**src/rtl/button_request_conditioner.sv**
```systemverilog
// Button front end: sync, debounce, sticky requests, auto-repeat, pause.
// Requests hold until the game core strobes step.
module button_request_conditioner #(
  parameter int unsigned DB_CYCLES  = 250000,
  parameter int unsigned RPT_DELAY  = 12500000,
  parameter int unsigned RPT_PERIOD = 5000000,
  parameter int unsigned CNT_W      = 25
) (
  input  logic       CLK,
  input  logic       RST_N,
  input  logic [4:0] btn_raw,
  input  logic       step,
  output logic       Left,
  output logic       Right,
  output logic       start,
  output logic       restart,
  output logic       pause,
  output logic [4:0] held
);

  localparam logic [CNT_W-1:0] DB_LAST =
    CNT_W'(DB_CYCLES - 1);
  localparam logic [CNT_W-1:0] RD_LAST =
    CNT_W'(RPT_DELAY - 1);
  localparam logic [CNT_W-1:0] RP_LAST =
    CNT_W'(RPT_PERIOD - 1);
  localparam logic [CNT_W-1:0] CNT_ONE =
    CNT_W'(1);

  localparam logic [1:0] S_IDLE   = 2'd0;
  localparam logic [1:0] S_DELAY  = 2'd1;
  localparam logic [1:0] S_REPEAT = 2'd2;

  logic [4:0]       sync1_q, sync1_d;
  logic [4:0]       sync2_q, sync2_d;
  logic [4:0]       held_q, held_d;
  logic [4:0]       prev_q, prev_d;
  logic [CNT_W-1:0] dc_q [5];
  logic [CNT_W-1:0] dc_d [5];

  logic [1:0]       st_q [2];
  logic [1:0]       st_d [2];
  logic [CNT_W-1:0] rc_q [2];
  logic [CNT_W-1:0] rc_d [2];

  logic left_q, left_d;
  logic right_q, right_d;
  logic start_q, start_d;
  logic restart_q, restart_d;
  logic pause_q, pause_d;

  logic [4:0] press;
  logic [1:0] rep;
  logic       ev_l, ev_r;

  always_comb begin
    sync1_d = btn_raw;
    sync2_d = sync1_q;
    prev_d  = held_q;
  end

  // A level change is accepted only after a full run of mismatches.
  always_comb begin
    held_d = held_q;
    for (int i = 0; i < 5; i++) begin
      dc_d[i] = '0;
      if (sync2_q[i] != held_q[i]) begin
        if (dc_q[i] == DB_LAST) begin
          held_d[i] = ~held_q[i];
        end else begin
          dc_d[i] = dc_q[i] + CNT_ONE;
        end
      end
    end
  end

  assign press = held_q & ~prev_q;

  always_comb begin
    for (int d = 0; d < 2; d++) begin
      st_d[d] = st_q[d];
      rc_d[d] = rc_q[d];
      rep[d]  = 1'b0;
      if (!held_q[d]) begin
        st_d[d] = S_IDLE;
        rc_d[d] = '0;
      end else begin
        case (st_q[d])
          S_IDLE: begin
            if (press[d]) begin
              st_d[d] = S_DELAY;
              rc_d[d] = '0;
            end
          end
          S_DELAY: begin
            if (rc_q[d] == RD_LAST) begin
              rep[d]  = 1'b1;
              st_d[d] = S_REPEAT;
              rc_d[d] = '0;
            end else begin
              rc_d[d] = rc_q[d] + CNT_ONE;
            end
          end
          S_REPEAT: begin
            if (rc_q[d] == RP_LAST) begin
              rep[d]  = 1'b1;
              rc_d[d] = '0;
            end else begin
              rc_d[d] = rc_q[d] + CNT_ONE;
            end
          end
          default: begin
            st_d[d] = S_IDLE;
            rc_d[d] = '0;
          end
        endcase
      end
    end
  end

  assign ev_l = press[0] | rep[0];
  assign ev_r = press[1] | rep[1];

  // New events beat step and restart; Left beats Right.
  always_comb begin
    left_d    = left_q;
    right_d   = right_q;
    start_d   = start_q;
    restart_d = restart_q;
    pause_d   = pause_q;

    if (ev_l) begin
      left_d = 1'b1;
    end else if (ev_r || press[3] || step) begin
      left_d = 1'b0;
    end

    if (ev_r && !ev_l) begin
      right_d = 1'b1;
    end else if (ev_l || press[3] || step) begin
      right_d = 1'b0;
    end

    if (press[2]) begin
      start_d = 1'b1;
    end else if (step) begin
      start_d = 1'b0;
    end

    if (press[3]) begin
      restart_d = 1'b1;
    end else if (step) begin
      restart_d = 1'b0;
    end

    if (press[3]) begin
      pause_d = 1'b0;
    end else if (press[4]) begin
      pause_d = ~pause_q;
    end
  end

  always_ff @(posedge CLK or negedge RST_N) begin
    if (!RST_N) begin
      sync1_q <= '0;
      sync2_q <= '0;
      held_q  <= '0;
      prev_q  <= '0;
      for (int i = 0; i < 5; i++) begin
        dc_q[i] <= '0;
      end
    end else begin
      sync1_q <= sync1_d;
      sync2_q <= sync2_d;
      held_q  <= held_d;
      prev_q  <= prev_d;
      for (int i = 0; i < 5; i++) begin
        dc_q[i] <= dc_d[i];
      end
    end
  end

  always_ff @(posedge CLK or negedge RST_N) begin
    if (!RST_N) begin
      for (int d = 0; d < 2; d++) begin
        st_q[d] <= S_IDLE;
        rc_q[d] <= '0;
      end
    end else begin
      for (int d = 0; d < 2; d++) begin
        st_q[d] <= st_d[d];
        rc_q[d] <= rc_d[d];
      end
    end
  end

  always_ff @(posedge CLK or negedge RST_N) begin
    if (!RST_N) begin
      left_q    <= 1'b0;
      right_q   <= 1'b0;
      start_q   <= 1'b0;
      restart_q <= 1'b0;
      pause_q   <= 1'b0;
    end else begin
      left_q    <= left_d;
      right_q   <= right_d;
      start_q   <= start_d;
      restart_q <= restart_d;
      pause_q   <= pause_d;
    end
  end

  assign Left    = left_q;
  assign Right   = right_q;
  assign start   = start_q;
  assign restart = restart_q;
  assign pause   = pause_q;
  assign held    = held_q;

endmodule

```
**config.mk**
```make
export PLATFORM = sky130hd
export DESIGN_NAME = button_request_conditioner
export DESIGN_NICKNAME = d
export VERILOG_FILES = /design/src/rtl/button_request_conditioner.sv
export SDC_FILE = /design/constraint.sdc
export NUM_CORES = 1
export LEC_CHECK = 0
export ABC_AREA = 1
export CAP_MARGIN = 20
export CORE_ASPECT_RATIO = 0.9
export CORE_MARGIN = 1.5
export CORE_UTILIZATION = 35
export DETAILED_ROUTE_END_ITERATION = 6
export SLEW_MARGIN = 10
export SYNTH_ARGS = -nofsm -noshare
export SYNTH_HDL_FRONTEND = slang
export SYNTH_SLANG_ARGS = --single-unit
```
**constraint.sdc**
```tcl
create_clock -name CLK -period 3.8 [get_ports CLK]
set_clock_uncertainty 0.1 [all_clocks]
set_input_delay 0.38 -clock CLK [delete_from_list [all_inputs] [get_ports CLK]]
set_output_delay 0.38 -clock CLK [all_outputs]
set_load 0.03 [all_outputs]
```
==> After elaboration in Yosys (flattened, before gate mapping) <==
Cells that the tools add are included.
{ "classes": {"n_eq_ne": 24, "bitwise_logic": 10, "muxes": 45, "n_reduce_logical": 20, "addsub": 7} }
{ "op_table": {"columns": ["operator", "count"], "rows": [
  ["$mux 25", 18],
  ["$add 25x1->25 const B", 7],
  ["$pmux 25 s3", 2],
  ["$eq 25x18->1 const B", 5],
  ["$eq 25x23->1 const B", 2],
  ["$eq 25x24->1 const B", 2],
  ["$mux 1", 15],
  ["$mux 2", 6],
  ["$ne 3x3->1 const B", 4],
  ["$pmux 2 s3", 2],
  ["$reduce_and 2->1", 5],
  ["$reduce_bool 2->1", 5],
  ["$not 1->1", 6],
  ["$reduce_and 3->1", 2],
  ["$and 5x5->5", 1],
  ["$ne 1x1->1", 5],
  ["$not 5->5", 1],
  ["$eq 2x1->1 const B", 2],
  ["$eq 2x2->1 const B", 2],
  ["$logic_not 2->1", 2],
  ["$logic_or 1x1->1", 4],
  ["$ne 2x2->1 const B", 2],
  ["$pmux 1 s2", 2],
  ["$or 1x1->1", 2],
  ["2 further kinds", 2]
]} }
{ "totals": {"in_bits": 8, "out_inout_bits": 10, "reg_bits": 204, "elab_cells": 128} }

==> Depth between registers and ports, before layout <==
{ "depth": {"ltp_word": 9, "ltp_mapped": 12, "ltp_nobuf": 12} }

==> Worst setup path before layout <==
OpenSTA, ideal clock, no wires.
{ "synth_timing": {"kind": "register to register", "start": "register held_q[1] (netlist: held[1])", "end": "register st_q[0] in the netlist's numbering", "stages_incl_launch_ff": 9, "required_time_ns": 3.623, "synth_period_minus_slack_ns": 1.700, "n_path_buf": 2, "arrival_time_ns": 1.524, "setup_time_ns": 0.077, "path_slack_ns": 2.100, "cell_sequence": "dfrtp_1 > buf_2 > nand2_1 > nor2_2 > inv_1 > buf_2 > nand2_1 > nand2_1 > o21ai_1"} }
{ "synth_between": {"elab_chain_cells": 3, "word_cells_on_any_way": 6, "classes_between": "eq/ne (3); mux (1); bitwise (1); reduce/logical (1)"} }
{ "synth_lines": {"columns": ["item", "line_no", "rtl"], "rows": [
  ["from (decl)", "36", "logic [4:0] held_q, held_d;"],
  ["from (signal assigned)", "175", "held_q <= held_d;"],
  ["$and 5x5->5", "77", "assign press = held_q & ~prev_q;"],
  ["$ne 3x3->1 (no line)", null, null],
  ["$reduce_and 3->1 (no line)", null, null],
  ["to (signal, indexed assignment)", "191", "st_q[d] <= st_d[d];"],
  ["to (decl)", "41", "logic [1:0] st_q [2];"]
]} }
Several ways; a longest one is shown, not always the timed one.
A chain may end at the register's enable or synchronous reset.

==> Worst setup path after layout <==
{ "layout_timing": {"start": "register held_q[1] (netlist: held[1])", "end": "output held[1]"} }
{ "layout_lines": {"columns": ["item", "line_no", "rtl"], "rows": [
  ["to (decl)", "18", "output logic [4:0] held"]
]} }
No word-level cell between the ends.

==> flow_metrics.env <==
export IMPL_tns_ns=0
export IMPL_maxCapViolCount=0
export IMPL_synthCells=1631
export IMPL_rr_worst_depth=6
export IMPL_clk_latency_ns=0.54
export IMPL_globalRouteTotalUtil=0.170
export IMPL_async_reset_ff_frac=1.00
export IMPL_dp_slack_ns=1.67
export IMPL_final_cell_mix="nand2_1, nor2_1, dfrtp_1"
export IMPL_peakVddDrop_v=0.000287
export IMPL_setup_violations_final=0
export IMPL_clkPwrFrac=0.516
export IMPL_ys_types=49
export IMPL_endpoint="held[1]"
export IMPL_grt_pass1_vias=10300
export IMPL_grt_pass1_wl_um=51900
export IMPL_drt_iter0_drc=733
export IMPL_path_buf_inv=1
export IMPL_die_width_um=201
export IMPL_setup_slack_ns=1.50
export IMPL_p_switching_uw=1040
export IMPL_synth_nets=1654
export IMPL_path_delay_family="buffers and inverters"
export IMPL_synth_ff_type="dfrtp_1"
export IMPL_holdWs_ns=0.188
export IMPL_postSynthAreaPerCell_um2=7.58
export IMPL_antenna_cells=0
export IMPL_routed_wl_um=29800
export IMPL_combPwrFrac=0.023
export IMPL_synth_seq_cells=204
export IMPL_holdBufCountCts=1
export IMPL_die_y_um=181
export IMPL_antenna_left=0
export IMPL_wl_per_cell_um=13.9
export IMPL_fp_dieArea_um2=36400
export IMPL_power_internal_uw=3750
export IMPL_crit_type="register to primary output"
export IMPL_path_clk_slew_ns=0.06
export IMPL_yosys_area_share_adder=0.0152
export IMPL_tritoncts="built"
export IMPL_layout_min_cycle_time_ns=2.30
export IMPL_status="finished, final reports clean"
export IMPL_drt_pass1_iterations=5
export IMPL_cp_num_cells=1
export IMPL_avgViaCountPerCell=4.93
export IMPL_r2r_end="dc_q[87]"
export IMPL_min_period_over_period=0.605
export IMPL_drive_above_1_share=0.0979
export IMPL_p_leak_uw=0.00577
export IMPL_htree_levels=1
export IMPL_ff2ff_setup_slack_ns=1.63
export IMPL_syn_to_final_growth_pct=12.3
export IMPL_overflow=0
export IMPL_finalHoldViolCount=0
export IMPL_reg2reg_from="dc_q[75]"
export IMPL_clock_sinks=204
export IMPL_seqPwrFrac=0.461
export IMPL_fmax_ghz=0.435
export IMPL_drv_slew=0
export IMPL_switching_share=0.216
export IMPL_grt_max_degree=110
export IMPL_antenna_found_initial=0
export IMPL_synth_top_family_by_area="simple AND/OR/NAND/NOR gates"
export IMPL_layout_commonest_cell="nand2_1"
export IMPL_worstPathRequired_ns=3.32
export IMPL_cp_slowest_cell="clkdlybuf4s50_1"
export IMPL_min_path_type="input pin to register"
export IMPL_syn_cell_area_um2=12400
export IMPL_dp_hpwl_um=21900
export IMPL_synthSimpleGateAreaFrac=0.385
export IMPL_power_total_uw=4790
export IMPL_port_buffers=17
export IMPL_synth_edf_count=0
export IMPL_critical_path_max_fanout=9
export IMPL_coreArea_um2=34900
export IMPL_crit_path_end_kind="primary output"
export IMPL_drc=0
export IMPL_nFillCells=3574
export IMPL_postCtsSetupBuffers=0
export IMPL_synth_seq_area_share=0.413
export IMPL_vias=10600
export IMPL_yosysWarningCount=0
export IMPL_ioPinCount=18
export IMPL_worstPathArrival_ns=1.82
export IMPL_power_density_nw_per_um2=345
export IMPL_rsz0062_at_grt="no"
export IMPL_startpoint_type="register"
export IMPL_num_nets_final=1680
export IMPL_relSlewSlack=0.420
export IMPL_synthMuxAreaShare=0
export IMPL_start_util=0.354
export IMPL_crit_start="held[1]"
export IMPL_path_cells="clkdlybuf4s50_1"
export IMPL_cts_root_buf="clkbuf_16"
export IMPL_synth_xor_area_frac=0.0617
export IMPL_cts_made_buffers=24
export IMPL_cts_resized_gates=0
export IMPL_worst_slew_pin_slew_ns=0.871
export IMPL_gp_congestion=0.919
export IMPL_rows=65
export IMPL_clock_path_buffers=3
export IMPL_synth_compound_area_share=0.0518
export IMPL_max_stage_delay_ns=0.78
[sequential cells by signal, indices dropped and copies added, names as in the netlist]
| name | count |
|---|---|
| sync2_q | 5 |
| start | 1 |
| Right | 1 |
| sync1_q | 5 |
| pause | 1 |
| st_q | 4 |
| restart | 1 |
| Left | 1 |
| rc_q | 50 |
| dc_q | 125 |
| prev_q | 5 |
| held | 5 |
[layer usage]
metal,GRT usage,share of wire
met4,0.0475,0.026
met3,0.0233,0.040
met2,0.259,0.43
met1,0.249,0.51
met5,0,0
[logic make-up after synthesis]
| group | Yosys count |
|---|---|
| adders and majority gates | 15 |
| DFF | 204 |
| xor gates and xnor gates | 87 |
| buffers and inverters | 224 |
| and+or+nand+nor | 1012 |
| AOI/OAI and AO/OA | 89 |
[per-stage QoR]
step	instances	area, um2	util
2_1_floorplan	1631	12400	-
3_3_place_gp	2099	13000	0.373
3_5_place_dp	2099	13000	0.373
4_1_cts	2144	13900	0.398
5_1_grt	2144	13900	0.398
6_report	2144	13900	0.398
[area by class of cell]
cell class / count / area [um2] / share of cell area
Multi-Input combinational cell: 1203 / 6340 / 0.457
Inverter: 204 / 766 / 0.0552
Timing Repair Buffer: 20 / 213 / 0.0153
Clock buffer: 33 / 726 / 0.0523
Sequential cell: 204 / 5100 / 0.368
Tap cell: 469 / 587 / 0.0423
Clock inverter: 11 / 140 / 0.0101
[power by group through the flow]
stage | Combinational (uW) | Clock, uW | Sequential (uW)
floorplan | 46.8 | 0 | 2240
global placement | 114 | 0 | 2250
detailed placement | 115 | 0 | 2250
CTS | 116 | 2570 | 2210
global route | 131 | 2660 | 2210
finish | 110 | 2470 | 2210
[Yosys cell counts (2+ instances only)]
cell type,count,area (um2)
nor2_2,8,50.1
nand3_1,108,541
xor2_1,75,657
a31oi_1,6,37.5
o21ai_0,16,80.1
nor2_4,5,56.3
ha_1,15,188
nor4_2,6,75.1
or2_0,2,12.5
inv_2,12,45.0
nor3_2,16,160
clkbuf_1,8,30.0
dfrtp_1,204,5100
buf_4,3,22.5
nand4_1,58,363
nand3_2,8,80.1
o21ai_2,22,193
o22ai_1,11,68.8
and3_1,4,25.0
nor3b_1,16,120
buf_12,2,40.0
buf_2,3,15.0
inv_1,192,721
nor3_4,3,48.8
a21oi_1,14,70.1
buf_1,2,7.51
o21ai_1,6,30.0
nor3_1,87,435
nor4_1,19,119
nand3b_1,4,30.0
or2_2,7,43.8
o22ai_2,9,113
nor3b_2,4,50.1
nand2_4,3,33.8
nand2_2,11,68.8
xnor2_1,12,105
nand2_1,362,1360
nor2_1,277,1040
[how the worst min path moves through the flow]
| stage | end | cells after the start | slack (ns) | startpoint |
|---|---|---|---|---|
| floorplan | Left | 0 | -0.02 | RST_N |
| global placement | sync2_q[3] | 0 | 0.24 | sync1_q[3] |
| detailed placement | sync2_q[3] | 0 | 0.24 | sync1_q[3] |
| CTS | sync1_q[1] | 1 | 0.16 | btn_raw[1] |
| global route | sync1_q[1] | 1 | 0.17 | btn_raw[1] |
| finish | sync1_q[1] | 1 | 0.19 | btn_raw[1] |
Note: power is estimated with default switching activity, not from simulation.
